File: config.mk
export PLATFORM = sky130hd
export DESIGN_NAME = seg7_led_bin_mux
export DESIGN_NICKNAME = d
export VERILOG_FILES = /design/src/rtl/seg7_pkg.sv /design/src/rtl/bin_2_bcd_seq.sv /design/src/rtl/seg7_led_bin_mux.sv
export SDC_FILE = /design/constraint.sdc
export NUM_CORES = 1
export LEC_CHECK = 0
export CORE_AREA = 4 4 101 103
export DETAILED_ROUTE_END_ITERATION = 16
export DIE_AREA = 0 0 105 107
export PLACE_DENSITY_LB_ADDON = 0.25
export REMOVE_ABC_BUFFERS = 1
export SLEW_MARGIN = 5
export SYNTH_ARGS = -nofsm -noshare
export SYNTH_HDL_FRONTEND = slang
export SYNTH_HIERARCHICAL = 1
export SYNTH_SLANG_ARGS = --single-unit
File: constraint.sdc
create_clock -name clk -period 3.1 [get_ports clk]
set_clock_uncertainty 0.2 [all_clocks]
set_input_delay 0.93 -clock clk [delete_from_list [all_inputs] [get_ports clk]]
set_output_delay 0.93 -clock clk [all_outputs]
set_load 0.1 [all_outputs]
File: src/rtl/seg7_pkg.sv
// Shared types, font and sizing helpers for the seg7_led_bin_mux display driver.
package seg7_pkg;

  typedef enum logic [1:0] {
    IDLE = 2'd0,
    CONV = 2'd1,
    LOAD = 2'd2
  } conv_state_e;

  localparam logic [6:0] GLYPH_BLANK = 7'h00;
  localparam logic [6:0] GLYPH_DASH  = 7'h40;

  // Active-high gfedcba; index 0 is the rightmost entry. Codes 10..15 are blank.
  localparam logic [15:0][6:0] FONT = {
    {6{GLYPH_BLANK}},
    7'h6F, 7'h7F, 7'h07, 7'h7D, 7'h6D,
    7'h66, 7'h4F, 7'h5B, 7'h06, 7'h3F
  };

  // Decimal digits needed to hold any w-bit binary value, plus one spare.
  function automatic int unsigned bcd_digits(input int unsigned w);
    return (w * 3 + 9) / 10 + 1;
  endfunction

endpackage

File: src/rtl/bin_2_bcd_seq.sv
// Sequential double-dabble converter with valid/ready intake and a one-cycle done pulse.
module bin_2_bcd_seq
  import seg7_pkg::*;
#(
  parameter int unsigned BIN_WIDTH = 16,
  parameter int unsigned BCD_W     = 4 * bcd_digits(BIN_WIDTH)
) (
  input  logic                 clk,
  input  logic                 rst,
  input  logic [BIN_WIDTH-1:0] bin_i,
  input  logic                 bin_valid_i,
  output logic                 bin_ready_o,
  output logic [BCD_W-1:0]     bcd_o,
  output logic                 done_o
);

  localparam int unsigned ND = BCD_W / 4;
  localparam int unsigned CW = $clog2(BIN_WIDTH + 1);

  conv_state_e            state_q;
  logic                   ready_q;
  logic                   done_q;
  logic [CW-1:0]          cnt_q;
  logic [BIN_WIDTH-1:0]   bin_q, bin_d;
  logic [BCD_W-1:0]       bcd_q, bcd_d;
  logic [BCD_W-1:0]       bcd_adj;

  always_comb begin
    bcd_adj = bcd_q;
    for (int unsigned i = 0; i < ND; i++) begin
      if (bcd_q[4*i +: 4] >= 4'd5) begin
        bcd_adj[4*i +: 4] = bcd_q[4*i +: 4] + 4'd3;
      end
    end
    bcd_d = {bcd_adj[BCD_W-2:0], bin_q[BIN_WIDTH-1]};
    bin_d = {bin_q[BIN_WIDTH-2:0], 1'b0};
  end

  always_ff @(posedge clk) begin
    if (rst) begin
      state_q <= IDLE;
      ready_q <= 1'b0;
      done_q  <= 1'b0;
      cnt_q   <= '0;
      bin_q   <= '0;
      bcd_q   <= '0;
    end else begin
      done_q <= 1'b0;
      unique case (state_q)
        IDLE: begin
          ready_q <= 1'b1;
          if (bin_valid_i && ready_q) begin
            bin_q   <= bin_i;
            bcd_q   <= '0;
            cnt_q   <= CW'(BIN_WIDTH);
            ready_q <= 1'b0;
            state_q <= CONV;
          end
        end
        CONV: begin
          bcd_q <= bcd_d;
          bin_q <= bin_d;
          cnt_q <= cnt_q - 1'b1;
          // done rises with the last shift so the consumer captures on the LOAD edge
          if (cnt_q == CW'(1)) begin
            state_q <= LOAD;
            done_q  <= 1'b1;
          end
        end
        LOAD: begin
          ready_q <= 1'b1;
          state_q <= IDLE;
        end
        default: state_q <= IDLE;
      endcase
    end
  end

  assign bin_ready_o = ready_q;
  assign bcd_o       = bcd_q;
  assign done_o      = done_q;

endmodule

File: src/rtl/seg7_led_bin_mux.sv
// N-digit multiplexed 7-segment driver fed by a binary value via valid/ready.
// Optional leading-zero blanking with macro SEG7_LZB_EN.
module seg7_led_bin_mux
  import seg7_pkg::*;
#(
  parameter int unsigned BIN_WIDTH      = 16,
  parameter int unsigned DIGITS         = 4,
  parameter int unsigned SCAN_DIV       = 50000,
  parameter bit          SEG_ACTIVE_LOW = 1'b1,
  parameter bit          SEL_ACTIVE_LOW = 1'b1
) (
  input  logic                 clk,
  input  logic                 rst,
  input  logic [BIN_WIDTH-1:0] bin_i,
  input  logic                 bin_valid_i,
  output logic                 bin_ready_o,
  input  logic [DIGITS-1:0]    dp_i,
  output logic                 ovf_o,
  output logic [DIGITS-1:0]    sel,
  output logic [7:0]           seg_led
);

  localparam int unsigned BCD_W  = 4 * bcd_digits(BIN_WIDTH);
  localparam int unsigned DISP_W = 4 * DIGITS;
  localparam int unsigned PW     = (SCAN_DIV > 1) ? $clog2(SCAN_DIV) : 1;
  localparam int unsigned IW     = (DIGITS > 1) ? $clog2(DIGITS) : 1;
  localparam logic [PW-1:0] PRESC_LAST = PW'(SCAN_DIV - 1);
  localparam logic [IW-1:0] IDX_LAST   = IW'(DIGITS - 1);

  logic [BCD_W-1:0]        bcd;
  logic                    conv_done;
  logic [BCD_W+DISP_W-1:0] bcd_ext;

  logic [DISP_W-1:0] disp_q, disp_d;
  logic              ovf_q, ovf_d;
  logic [PW-1:0]     presc_q, presc_d;
  logic [IW-1:0]     idx_q, idx_d;
  logic [DIGITS-1:0] sel_q, sel_d;
  logic [7:0]        seg_q, seg_d;

  logic [3:0]        nib;
  logic              blank;
  logic [6:0]        glyph;
  logic              dp_bit;
  logic [7:0]        seg_act;
  logic [DIGITS-1:0] onehot;

  bin_2_bcd_seq #(
    .BIN_WIDTH (BIN_WIDTH),
    .BCD_W     (BCD_W)
  ) u_conv (
    .clk         (clk),
    .rst         (rst),
    .bin_i       (bin_i),
    .bin_valid_i (bin_valid_i),
    .bin_ready_o (bin_ready_o),
    .bcd_o       (bcd),
    .done_o      (conv_done)
  );

  // Zero-extension lets the overflow OR cover any BCD/DIGITS width relation.
  assign bcd_ext = {{DISP_W{1'b0}}, bcd};

  always_comb begin
    disp_d = disp_q;
    ovf_d  = ovf_q;
    if (conv_done) begin
      disp_d = bcd_ext[DISP_W-1:0];
      ovf_d  = |(bcd_ext >> DISP_W);
    end

    presc_d = presc_q + 1'b1;
    idx_d   = idx_q;
    if (presc_q == PRESC_LAST) begin
      presc_d = '0;
      idx_d   = (idx_q == IDX_LAST) ? '0 : idx_q + 1'b1;
    end

    // Outputs are derived from next-state values so sel/seg track the counters exactly.
    nib   = 4'(disp_d >> (4 * idx_d));
    blank = 1'b0;
`ifdef SEG7_LZB_EN
    blank = (idx_d != '0) && ((disp_d >> (4 * idx_d)) == '0);
`endif

    if (ovf_d) begin
      glyph  = GLYPH_DASH;
      dp_bit = 1'b0;
    end else begin
      glyph  = blank ? GLYPH_BLANK : FONT[nib];
      dp_bit = dp_i[idx_d];
    end

    seg_act = {dp_bit, glyph};
    onehot  = (presc_d == PRESC_LAST) ? '0 : (DIGITS'(1) << idx_d);
    seg_d   = SEG_ACTIVE_LOW ? ~seg_act : seg_act;
    sel_d   = SEL_ACTIVE_LOW ? ~onehot : onehot;
  end

  always_ff @(posedge clk) begin
    if (rst) begin
      disp_q  <= '0;
      ovf_q   <= 1'b0;
      presc_q <= '0;
      idx_q   <= '0;
      sel_q   <= {DIGITS{SEL_ACTIVE_LOW}};
      seg_q   <= {8{SEG_ACTIVE_LOW}};
    end else begin
      disp_q  <= disp_d;
      ovf_q   <= ovf_d;
      presc_q <= presc_d;
      idx_q   <= idx_d;
      sel_q   <= sel_d;
      seg_q   <= seg_d;
    end
  end

  assign ovf_o   = ovf_q;
  assign sel     = sel_q;
  assign seg_led = seg_q;

endmodule

Word-level counts from Yosys, hierarchy flattened
Memories as Yosys holds them, arrays and structs flattened.
Cells that the tools add are included.
- reduce and logical (&&, ||, !) cells: 8
- order comparisons: 8
- shift operators: 2
- equality and inequality tests: 8
- $add $sub $neg: 9
- bitwise operators: 3
- muxes and demuxes: 29
- operators with widths (kind ; count):
    $mux W16 ; 3
    $pmux W24 S2 ; 1
    $eq A16 B16 Y1 const B ; 2
    $pmux W16 S2 ; 1
    $ge A4 B3 Y1 const B ; 6
    $mux W24 ; 1
    $mux W4 ; 6
    $add A4 B2 Y4 const B ; 5
    $add A16 B1 Y16 const B ; 1
    $shr A16 B4 Y4 ; 1
    $mux W7 ; 2
    $pmux W5 S2 ; 1
    $mux W2 ; 4
    $not A8 Y8 ; 1
    $reduce_or A8 Y1 ; 1
    $eq A5 B1 Y1 const B ; 1
    $lt A4 B5 Y1 const B ; 1
    $mux W1 ; 5
    $mux W5 ; 1
    $sub A5 B1 Y5 const B ; 1
    $eq A2 B2 Y1 const B ; 2
    $ne A2 B1 Y1 const B ; 2
    $not A4 Y4 ; 1
    $pmux W2 S2 ; 1
    other kinds (14) ; 16
- input bits: 23
- memories: 1
- flip-flop bits (word level): 96
- ROM bits: 112
- logic and storage cells: 80
- memory list (memory ; depth ; bits a word ; rd ports ; clocked after memory_dff ; wr ports ; line ; text):
    (no name shown) ; 16 ; 7 ; 1 ; 0 ; 0 ; seg7_led_bin_mux.sv:90 ; glyph = blank ? GLYPH_BLANK : FONT[nib];

Longest topological paths before layout
Gate-level depths: netlist (run 1).
- word-level depth: 8
- gate-level depth with buffers: 12

Hierarchy
Netlist (run 1), hierarchy kept.
- modules (own cells, without submodules) (module ; cells each ; area each (um^2) ; times used):
    bin_2_bcd_seq ; 281 ; 2493.6 ; 1
    seg7_led_bin_mux ; 245 ; 2481.1 ; 1

Least setup slack after synthesis (run 1)
OpenSTA, ideal clock, no wires.
- kind: register -> register
- from: reg presc_q[0]
- to: reg seg_q[3] (netlist: seg_led[3])
- setup time: 0.079 ns
- buffers on the path: 0
- slack: 0.224 ns
- required time: 2.821 ns
- clock period less this slack: 2.876 ns
- arrival: 2.597 ns
- cell stages (with the launch flop): 10
- cell sequence: dfxtp_1 ha_1 and3_1 nand4_4 mux2i_1 mux4_2 ha_1 nand2_1 o21ai_0 a22oi_1
- cells in the longest elaborated chain, start to end: 7
- RTL lines (element ; line ; text):
    from (decl) ; seg7_led_bin_mux.sv:36 ; logic [PW-1:0] presc_q, presc_d;
    from (signal assigned) ; seg7_led_bin_mux.sv:111 ; presc_q <= presc_d;
    $eq A16 B16 Y1 ; seg7_led_bin_mux.sv:74 ; if (presc_q == PRESC_LAST) begin
    $mux W2 ; seg7_led_bin_mux.sv:74 ;
    $shr A16 B4 Y4 ; seg7_led_bin_mux.sv:80 ; nib = 4'(disp_d >> (4 * idx_d));
    $mem_v2 Z16 W7 ; -- ;
    $mux W7 (not written as such) ; seg7_led_bin_mux.sv:90 ;
    $mux W7 ; seg7_led_bin_mux.sv:86 ; if (ovf_d) begin
    $not A8 Y8 ; seg7_led_bin_mux.sv:96 ; seg_d = SEG_ACTIVE_LOW ? ~seg_act : seg_act;
    to (signal assigned) ; seg7_led_bin_mux.sv:107 ; seg_q <= {8{SEG_ACTIVE_LOW}};
    to (signal assigned) ; seg7_led_bin_mux.sv:114 ; seg_q <= seg_d;
    to (decl) ; seg7_led_bin_mux.sv:39 ; logic [7:0] seg_q, seg_d;
No other way between the ends. The select of a mux whose other input is x is not followed.
A chain may end at the register's enable or synchronous reset.

Worst setup path in the final report (run 1)
Ends and elaborated chain as after synthesis.

==> impl_metrics.xml, run 1 <==
<?xml version="1.0" encoding="UTF-8"?>
<metrics>
  <group name="detailed_routing">
    <metric name="drt-wirelength-per-cell" unit="µm">15.31</metric>
    <metric name="drt_drc_violations_left" unit="">0</metric>
    <metric name="vias_per_cell" unit="">5.749</metric>
    <metric name="count_of_nets_left_with_antenna_violations_after_detail_routing" unit="">0</metric>
    <metric name="routed_wl" unit="mm">10.24</metric>
    <metric name="drt_pre_antenna_iters" unit="">4</metric>
    <metric name="drt_iter0_drc" unit="">102</metric>
    <metric name="vias" unit="">3846</metric>
  </group>
  <group name="worst_setup_path">
    <metric name="r2r_cells" unit="">10</metric>
    <metric name="endpoint_required_time_on_the_critical_path" unit="ns">3.20</metric>
    <metric name="cp_cell_sequence" unit="">ha_2 -&gt; and3_1 -&gt; nand4_4 -&gt; mux2i_4 -&gt; mux2i_1 -&gt; mux4_2 -&gt; ha_1 -&gt; nand2_1 -&gt; o21ai_0 -&gt; a22oi_1</metric>
    <metric name="critPathSlowestCell" unit="">sky130_fd_sc_hd__mux4_2</metric>
    <metric name="timing.critical_path.from_type" unit="">register</metric>
    <metric name="path_max_fanout" unit="">7</metric>
    <metric name="timing.setup.critical_path_class" unit="">register to register</metric>
    <metric name="worst_ep_arrival" unit="ns">2.98</metric>
    <metric name="worstSetupEndpointType" unit="">register</metric>
    <metric name="cp_slowest_stage_delay" unit="ns">0.53</metric>
  </group>
  <group name="cts">
    <metric name="cts_inserted_buffers" unit="">9</metric>
    <metric name="cts_sink_cnt" unit="">96</metric>
    <metric name="cts.htree.levels" unit="">3</metric>
    <metric name="ctsRootBufferMaster" unit="">sky130_fd_sc_hd__clkbuf_8</metric>
    <metric name="ctsHoldBuffers" unit="">0</metric>
    <metric name="clock_tree.buffer_depth" unit="">2</metric>
    <metric name="clk_pin_slew_worst_paths" unit="ns">0.10</metric>
    <metric name="clock_tree_from_tritoncts" unit="">done</metric>
    <metric name="worst_skew_pair.late_latency" unit="ns">0.37</metric>
  </group>
  <group name="run">
    <metric name="drv_cap" unit="">0</metric>
  </group>
  <group name="yosys">
    <metric name="postSynthCellCount" unit="">526</metric>
    <metric name="post-synth-top-area-cell" unit="">sky130_fd_sc_hd__dfxtp_1</metric>
    <metric name="synth_sequential_area_ratio" unit="">0.3863</metric>
    <metric name="synth_largest_type_area_fraction" unit="">0.3863</metric>
    <metric name="yosysMostFrequentCell" unit="">sky130_fd_sc_hd__dfxtp_1</metric>
    <metric name="ys_top_cells_by_count" unit="">96 x sky130_fd_sc_hd__dfxtp_1, 67 x sky130_fd_sc_hd__nor2_1, 43 x sky130_fd_sc_hd__nand2_1</metric>
    <metric name="syn-cell-area" unit="µm²">4975</metric>
    <metric name="synthesis.area_per_instance" unit="µm²">9.458</metric>
    <metric name="yosysUniqueCellTypes" unit="">65</metric>
    <metric name="synth_warnings" unit="">6</metric>
    <metric name="yosys_most_used_dff" unit="">sky130_fd_sc_hd__dfxtp_1</metric>
    <metric name="synth.area.top_cells" unit="">sky130_fd_sc_hd__dfxtp_1 39%, sky130_fd_sc_hd__mux2i_1 6.2%, sky130_fd_sc_hd__ha_1 5.3%, sky130_fd_sc_hd__nor2_1 5.1%, sky130_fd_sc_hd__mux4_2 3.6%</metric>
    <metric name="ys_async_sr_fraction" unit="">0</metric>
    <metric name="edff_count_synth" unit="">0</metric>
    <metric name="ys_ff_latch" unit="">96</metric>
  </group>
  <group name="worst_hold_path">
    <metric name="timing.hold.worst_path_depth" unit="">1</metric>
    <metric name="min-delay-path-class" unit="">register to register</metric>
  </group>
  <group name="sta">
    <metric name="timing.final.max_slew_violations" unit="">0</metric>
    <metric name="setup_tns" unit="ns">0</metric>
    <metric name="worst-slew-pin-transition" unit="ns">1.086</metric>
    <metric name="max_clock_freq" unit="MHz">347.4</metric>
    <metric name="grt_setup_unrepaired" unit="">false</metric>
    <metric name="final.hold.worst_slack" unit="ns">0.2683</metric>
    <metric name="report.final.setup_viol" unit="">0</metric>
    <metric name="period_share" unit="">0.9287</metric>
    <metric name="period_needed" unit="ns">2.879</metric>
    <metric name="hold_violation_total_from_the_final_report" unit="">0</metric>
    <metric name="relSlewSlack" unit="">0.2737</metric>
  </group>
  <group name="die">
    <metric name="start_util" unit="">0.5410</metric>
    <metric name="num_io_pins" unit="">37</metric>
    <metric name="fp.dieW" unit="µm">105</metric>
    <metric name="die_h" unit="µm">107</metric>
    <metric name="die_area" unit="µm²">11240</metric>
    <metric name="core-area" unit="µm²">9196</metric>
    <metric name="rows" unit="">35</metric>
  </group>
  <group name="outcome">
    <metric name="run_status" unit="">finished, final reports clean</metric>
  </group>
  <group name="finish">
    <metric name="post_route_cells_drive_above_1_share" unit="">0.1344</metric>
    <metric name="n_fill_cell" unit="">788</metric>
    <metric name="finalNetCount" unit="">597</metric>
    <metric name="syn2layout_area_growth" unit="%">10.61</metric>
    <metric name="diodes" unit="">0</metric>
    <metric name="multiInputGateArea" unit="µm²">2780</metric>
    <metric name="ff_latch_area" unit="µm²">1924</metric>
    <metric name="post_layout_nonfiller_instances" unit="">669</metric>
  </group>
  <group name="global_route">
    <metric name="gr-usage-all-layers" unit="">0.1879</metric>
    <metric name="grt_pass1_vias" unit="">3685</metric>
    <metric name="grt_max_degree" unit="">32</metric>
    <metric name="grt_overflow" unit="">0</metric>
    <metric name="grt_antenna_before_repair" unit="">0</metric>
    <metric name="grt_pass1_wl" unit="mm">17.38</metric>
  </group>
  <group name="power_and_ir_drop">
    <metric name="power.density_cell_area" unit="nW/µm²">426.2</metric>
    <metric name="max-vdd-ir-drop" unit="mV">0.2520</metric>
    <metric name="power_leakage" unit="nW">2.095</metric>
  </group>
  <group name="placed_design">
    <metric name="globalplace.congestion" unit="">0.8696</metric>
    <metric name="dp_cells" unit="">652</metric>
    <metric name="place_hpwl" unit="mm">7.189</metric>
    <metric name="number_of_i_o_port_buffers" unit="">36</metric>
  </group>
</metrics>
==> final timing paths <==
| check | start | to | slack (ns) |
|---|---|---|---|
| max reg2reg | presc_q[0]$_SDFF_PP0_ | seg_led[3]$_SDFF_PP1_ | 0.22 |
| min reg2reg | presc_q[0]$_SDFF_PP0_ | presc_q[0]$_SDFF_PP0_ | 0.27 |
| min | presc_q[0]$_SDFF_PP0_ | presc_q[0]$_SDFF_PP0_ | 0.27 |
| max | presc_q[0]$_SDFF_PP0_ | seg_led[3]$_SDFF_PP1_ | 0.22 |
==> placed cells by master, fill, tap and decap left out, types with 5 or more instances in the layout <==
cell / count
sky130_fd_sc_hd__dfxtp_1: 94
sky130_fd_sc_hd__nor2_1: 67
sky130_fd_sc_hd__nand2_1: 43
sky130_fd_sc_hd__mux2i_1: 31
sky130_fd_sc_hd__buf_4: 24
sky130_fd_sc_hd__inv_1: 22
sky130_fd_sc_hd__a21oi_1: 22
sky130_fd_sc_hd__clkdlybuf4s50_1: 21
sky130_fd_sc_hd__ha_1: 20
sky130_fd_sc_hd__o21ai_0: 17
sky130_fd_sc_hd__nand3_1: 14
sky130_fd_sc_hd__xnor2_1: 14
sky130_fd_sc_hd__nor3_1: 13
sky130_fd_sc_hd__a22o_1: 13
sky130_fd_sc_hd__xor2_1: 10
sky130_fd_sc_hd__nand2b_1: 10
sky130_fd_sc_hd__clkbuf_8: 9
sky130_fd_sc_hd__mux4_2: 8
sky130_fd_sc_hd__a311oi_2: 8
sky130_fd_sc_hd__a311oi_1: 8
sky130_fd_sc_hd__nor4_1: 5
==> worst max-delay path: cells and delay by family, from the launching register on <==
kind / cells / cell delay (ns)
multiplexers: 3 / 0.98
adder cells (fa/ha/maj): 2 / 0.57
AND/OR/NAND/NOR: 3 / 0.47
flip-flops: 1 / 0.38
AO/OA/AOI/OAI: 2 / 0.22
==> sequential cells by signal, indices dropped and copies added (netlist names) <==
name and count:
seg_led 8, ovf_o 1, presc_q 16, u_conv/bin_q 16, disp_q 16, sel 4, u_conv/done_o 1, idx_q 2
u_conv/cnt_q 5, u_conv/state_q 2, u_conv/bcd_o 24, u_conv/bin_ready_o 1
==> power by group <==
group          leakage, nW  internal, mW  switching (mW)
Sequential           0.782          1.28          0.0309
Combinational         1.23        0.0980           0.191
Clock               0.0831         0.295           0.455
Total                 2.09          1.67           0.676
==> stage by stage <==
step           power [mW]    util  area [µm²]  worst slack, ns
2_1_floorplan       1.522       -        4786           0.1485
3_3_place_gp        1.616  0.5777        5313           0.1701
3_5_place_dp        1.625  0.5777        5313          0.09307
4_1_cts             2.369  0.5962        5483          0.07397
5_1_grt             2.446  0.5984        5503          0.01437
6_report            2.345  0.5984        5503           0.2212
==> cell families after synthesis <==
kind of cell | Yosys count | share of synthesized area
DFF | 96 | 0.3863
adders and majority gates | 21 | 0.05282
and+or+nand+nor | 189 | 0.1969
xor gates and xnor gates | 24 | 0.04225
muxes | 43 | 0.1152
buffers and inverters | 55 | 0.05684
AOI/OAI and AO/OA | 98 | 0.1497
==> repair_timing <==
item / CTS / global route
setup buffers: 0 / 1
resized for setup: 0 / 4
setup endpoints to repair: 0 / 5
==> metal layers <==
metal,track usage,wire [µm],vias to the layer above
li1,-,-,1929
met1,0.2324,4658,1832
met2,0.3217,4979,74
met3,0.04335,457,11
met4,0.06560,145,0
met5,0,0,-
==> layout make-up <==
class,instances,share of cell area
multi-input combinational,375,0.5052
sequential,96,0.3497
timing repair buffer,46,0.07185
tap,111,0.02524
clock buffer,10,0.02319
inverter,25,0.01705
clock inverter,6,0.007731
No activity file was read; power rests on OpenSTA's default activity.
==> run 2: changes to the inputs <==
Clock period 3.1 ns to 3.2 ns, I/O delays scaled along.
==> impl_metrics.xml, run 2 (synthesis gave the netlist of run 1 again) <==
<?xml version="1.0" encoding="UTF-8"?>
<metrics>
  <group name="global_route">
    <metric name="grt_pass1_wl" unit="mm">17.53</metric>
    <metric name="grt_max_degree" unit="">32</metric>
    <metric name="grt_overflow" unit="">0</metric>
    <metric name="grt_pass1_vias" unit="">3773</metric>
    <metric name="gr-usage-all-layers" unit="">0.1890</metric>
    <metric name="grt_antenna_before_repair" unit="">0</metric>
  </group>
  <group name="die">
    <metric name="num_io_pins" unit="">37</metric>
    <metric name="die_area" unit="µm²">11240</metric>
    <metric name="rows" unit="">35</metric>
    <metric name="core-area" unit="µm²">9196</metric>
    <metric name="fp.dieW" unit="µm">105</metric>
    <metric name="die_h" unit="µm">107</metric>
    <metric name="start_util" unit="">0.5410</metric>
  </group>
  <group name="run">
    <metric name="drv_cap" unit="">0</metric>
  </group>
  <group name="cts">
    <metric name="ctsRootBufferMaster" unit="">sky130_fd_sc_hd__clkbuf_8</metric>
    <metric name="clock_tree.buffer_depth" unit="">2</metric>
    <metric name="cts_inserted_buffers" unit="">9</metric>
    <metric name="worst_skew_pair.late_latency" unit="ns">0.37</metric>
    <metric name="clock_tree_from_tritoncts" unit="">done</metric>
    <metric name="ctsHoldBuffers" unit="">0</metric>
    <metric name="clk_pin_slew_worst_paths" unit="ns">0.09</metric>
    <metric name="cts_sink_cnt" unit="">96</metric>
    <metric name="cts.htree.levels" unit="">3</metric>
  </group>
  <group name="worst_setup_path">
    <metric name="endpoint_required_time_on_the_critical_path" unit="ns">3.26</metric>
    <metric name="path_max_fanout" unit="">6</metric>
    <metric name="timing.setup.critical_path_class" unit="">register to register</metric>
    <metric name="worstSetupEndpointType" unit="">register</metric>
    <metric name="worst_ep_arrival" unit="ns">3.04</metric>
    <metric name="timing.critical_path.from_type" unit="">register</metric>
  </group>
  <group name="placed_design">
    <metric name="place_hpwl" unit="mm">7.371</metric>
    <metric name="number_of_i_o_port_buffers" unit="">36</metric>
    <metric name="dp_cells" unit="">654</metric>
    <metric name="globalplace.congestion" unit="">0.8546</metric>
  </group>
  <group name="finish">
    <metric name="syn2layout_area_growth" unit="%">11.52</metric>
    <metric name="multiInputGateArea" unit="µm²">2773</metric>
    <metric name="n_fill_cell" unit="">780</metric>
    <metric name="diodes" unit="">0</metric>
    <metric name="largest_register_ffs" unit="">24</metric>
    <metric name="post_layout_nonfiller_instances" unit="">672</metric>
    <metric name="post_route_cells_drive_above_1_share" unit="">0.1355</metric>
    <metric name="finalNetCount" unit="">601</metric>
    <metric name="ff_latch_area" unit="µm²">1922</metric>
    <metric name="mostFrequentLayoutCell" unit="">sky130_fd_sc_hd__dfxtp_1</metric>
    <metric name="postLayoutCoreUtil" unit="">0.6033</metric>
    <metric name="most-common-layout-cells" unit="">96 x sky130_fd_sc_hd__dfxtp_1, 67 x sky130_fd_sc_hd__nor2_1, 43 x sky130_fd_sc_hd__nand2_1, 31 x sky130_fd_sc_hd__mux2i_1, 28 x sky130_fd_sc_hd__buf_4</metric>
  </group>
  <group name="detailed_routing">
    <metric name="vias_per_cell" unit="">5.823</metric>
    <metric name="drt-wirelength-per-cell" unit="µm">15.45</metric>
    <metric name="drt_drc_violations_left" unit="">0</metric>
    <metric name="vias" unit="">3913</metric>
    <metric name="drt_pre_antenna_iters" unit="">4</metric>
    <metric name="routed_wl" unit="mm">10.38</metric>
    <metric name="count_of_nets_left_with_antenna_violations_after_detail_routing" unit="">0</metric>
    <metric name="drt_iter0_drc" unit="">182</metric>
  </group>
  <group name="sta">
    <metric name="report.final.setup_viol" unit="">0</metric>
    <metric name="period_share" unit="">0.9302</metric>
    <metric name="grt_setup_unrepaired" unit="">false</metric>
    <metric name="relSlewSlack" unit="">0.2838</metric>
    <metric name="max_clock_freq" unit="MHz">336.0</metric>
    <metric name="worst-slew-pin-transition" unit="ns">1.070</metric>
    <metric name="final.hold.worst_slack" unit="ns">0.2877</metric>
    <metric name="period_needed" unit="ns">2.977</metric>
    <metric name="setup_tns" unit="ns">0</metric>
    <metric name="hold_violation_total_from_the_final_report" unit="">0</metric>
    <metric name="timing.final.max_slew_violations" unit="">0</metric>
  </group>
  <group name="power_and_ir_drop">
    <metric name="power_leakage" unit="nW">2.116</metric>
    <metric name="power.density_cell_area" unit="nW/µm²">423.0</metric>
    <metric name="max-vdd-ir-drop" unit="mV">0.2073</metric>
  </group>
  <group name="worst_hold_path">
    <metric name="min-delay-path-class" unit="">register to register</metric>
  </group>
  <group name="outcome">
    <metric name="run_status" unit="">finished, final reports clean</metric>
  </group>
</metrics>
==> run 2: changes by cell type in the layout (fill, tap and decap cells not counted), sizes merged <==
| cell | delta |
|---|---|
| buf | +4 |
| bufinv | +1 |
| clkinv | -1 |
| clkinvlp | +1 |
| inv | -2 |
==> run 2: path summary, 6_finish.rpt <==
| check | slack (ns) | cells past startpoint | to | startpoint |
|---|---|---|---|---|
| worst max-delay path | 0.22 | 10 | seg_led[6]$_SDFF_PP1_ | presc_q[0]$_SDFF_PP0_ |
| worst min register to register | 0.29 | 2 | u_conv/bin_q[1]$_SDFFE_PP0P_ | u_conv/bin_q[0]$_SDFFE_PP0P_ |
| worst max register to register | 0.22 | 10 | seg_led[6]$_SDFF_PP1_ | presc_q[0]$_SDFF_PP0_ |
| worst min-delay path | 0.29 | 2 | u_conv/bin_q[1]$_SDFFE_PP0P_ | u_conv/bin_q[0]$_SDFFE_PP0P_ |
==> run 2: final cells by class <==
cell class / count / area share
Clock buffer: 10 / 0.02481
Clock inverter: 5 / 0.01037
Inverter: 25 / 0.01691
Multi-Input combinational cell: 375 / 0.4998
Sequential cell: 96 / 0.3464
Tap cell: 111 / 0.02503
Timing Repair Buffer: 50 / 0.07668
==> run 2: power by group <==
group          switching (mW)  total, mW  internal [mW]
Sequential             0.0295       1.27           1.24
Clock                   0.424      0.800          0.377
Combinational           0.185      0.281         0.0968
==> run 2: through the flow <==
step           worst slack, ns  power [mW]  cell area, µm²
2_1_floorplan           0.2485       1.474            4786
3_3_place_gp            0.2778       1.568            5328
3_5_place_dp            0.1962       1.576            5328
4_1_cts                 0.1721       2.366            5523
5_1_grt               0.009959       2.445            5548
6_report                0.2234       2.347            5548
==> run 2: per-layer routing <==
metal	vias up	GRT usage	part of all wire
li1	1927	-	-
met1	1892	0.2282	0.46
met2	81	0.3291	0.48
met3	13	0.04455	0.043
met4	0	0.06748	0.014
met5	-	0	0
==> run 2: critical path, stage by stage, from the launching register on <==
cell and delay, ns:
sky130_fd_sc_hd__dfxtp_1 0.43, sky130_fd_sc_hd__ha_2 0.26, sky130_fd_sc_hd__and3_1 0.24, sky130_fd_sc_hd__nand4_4 0.14, sky130_fd_sc_hd__buf_4 0.20, sky130_fd_sc_hd__mux2i_1 0.25, sky130_fd_sc_hd__mux4_2 0.59, sky130_fd_sc_hd__inv_2 0.08
sky130_fd_sc_hd__ha_1 0.16, sky130_fd_sc_hd__nor3_1 0.06, sky130_fd_sc_hd__o41ai_1 0.27
==> run 2: timing repair <==
item | CTS | global route
setup buffers | 0 | 3
setup endpoints to repair | 0 | 4
gates resized for setup | 0 | 1
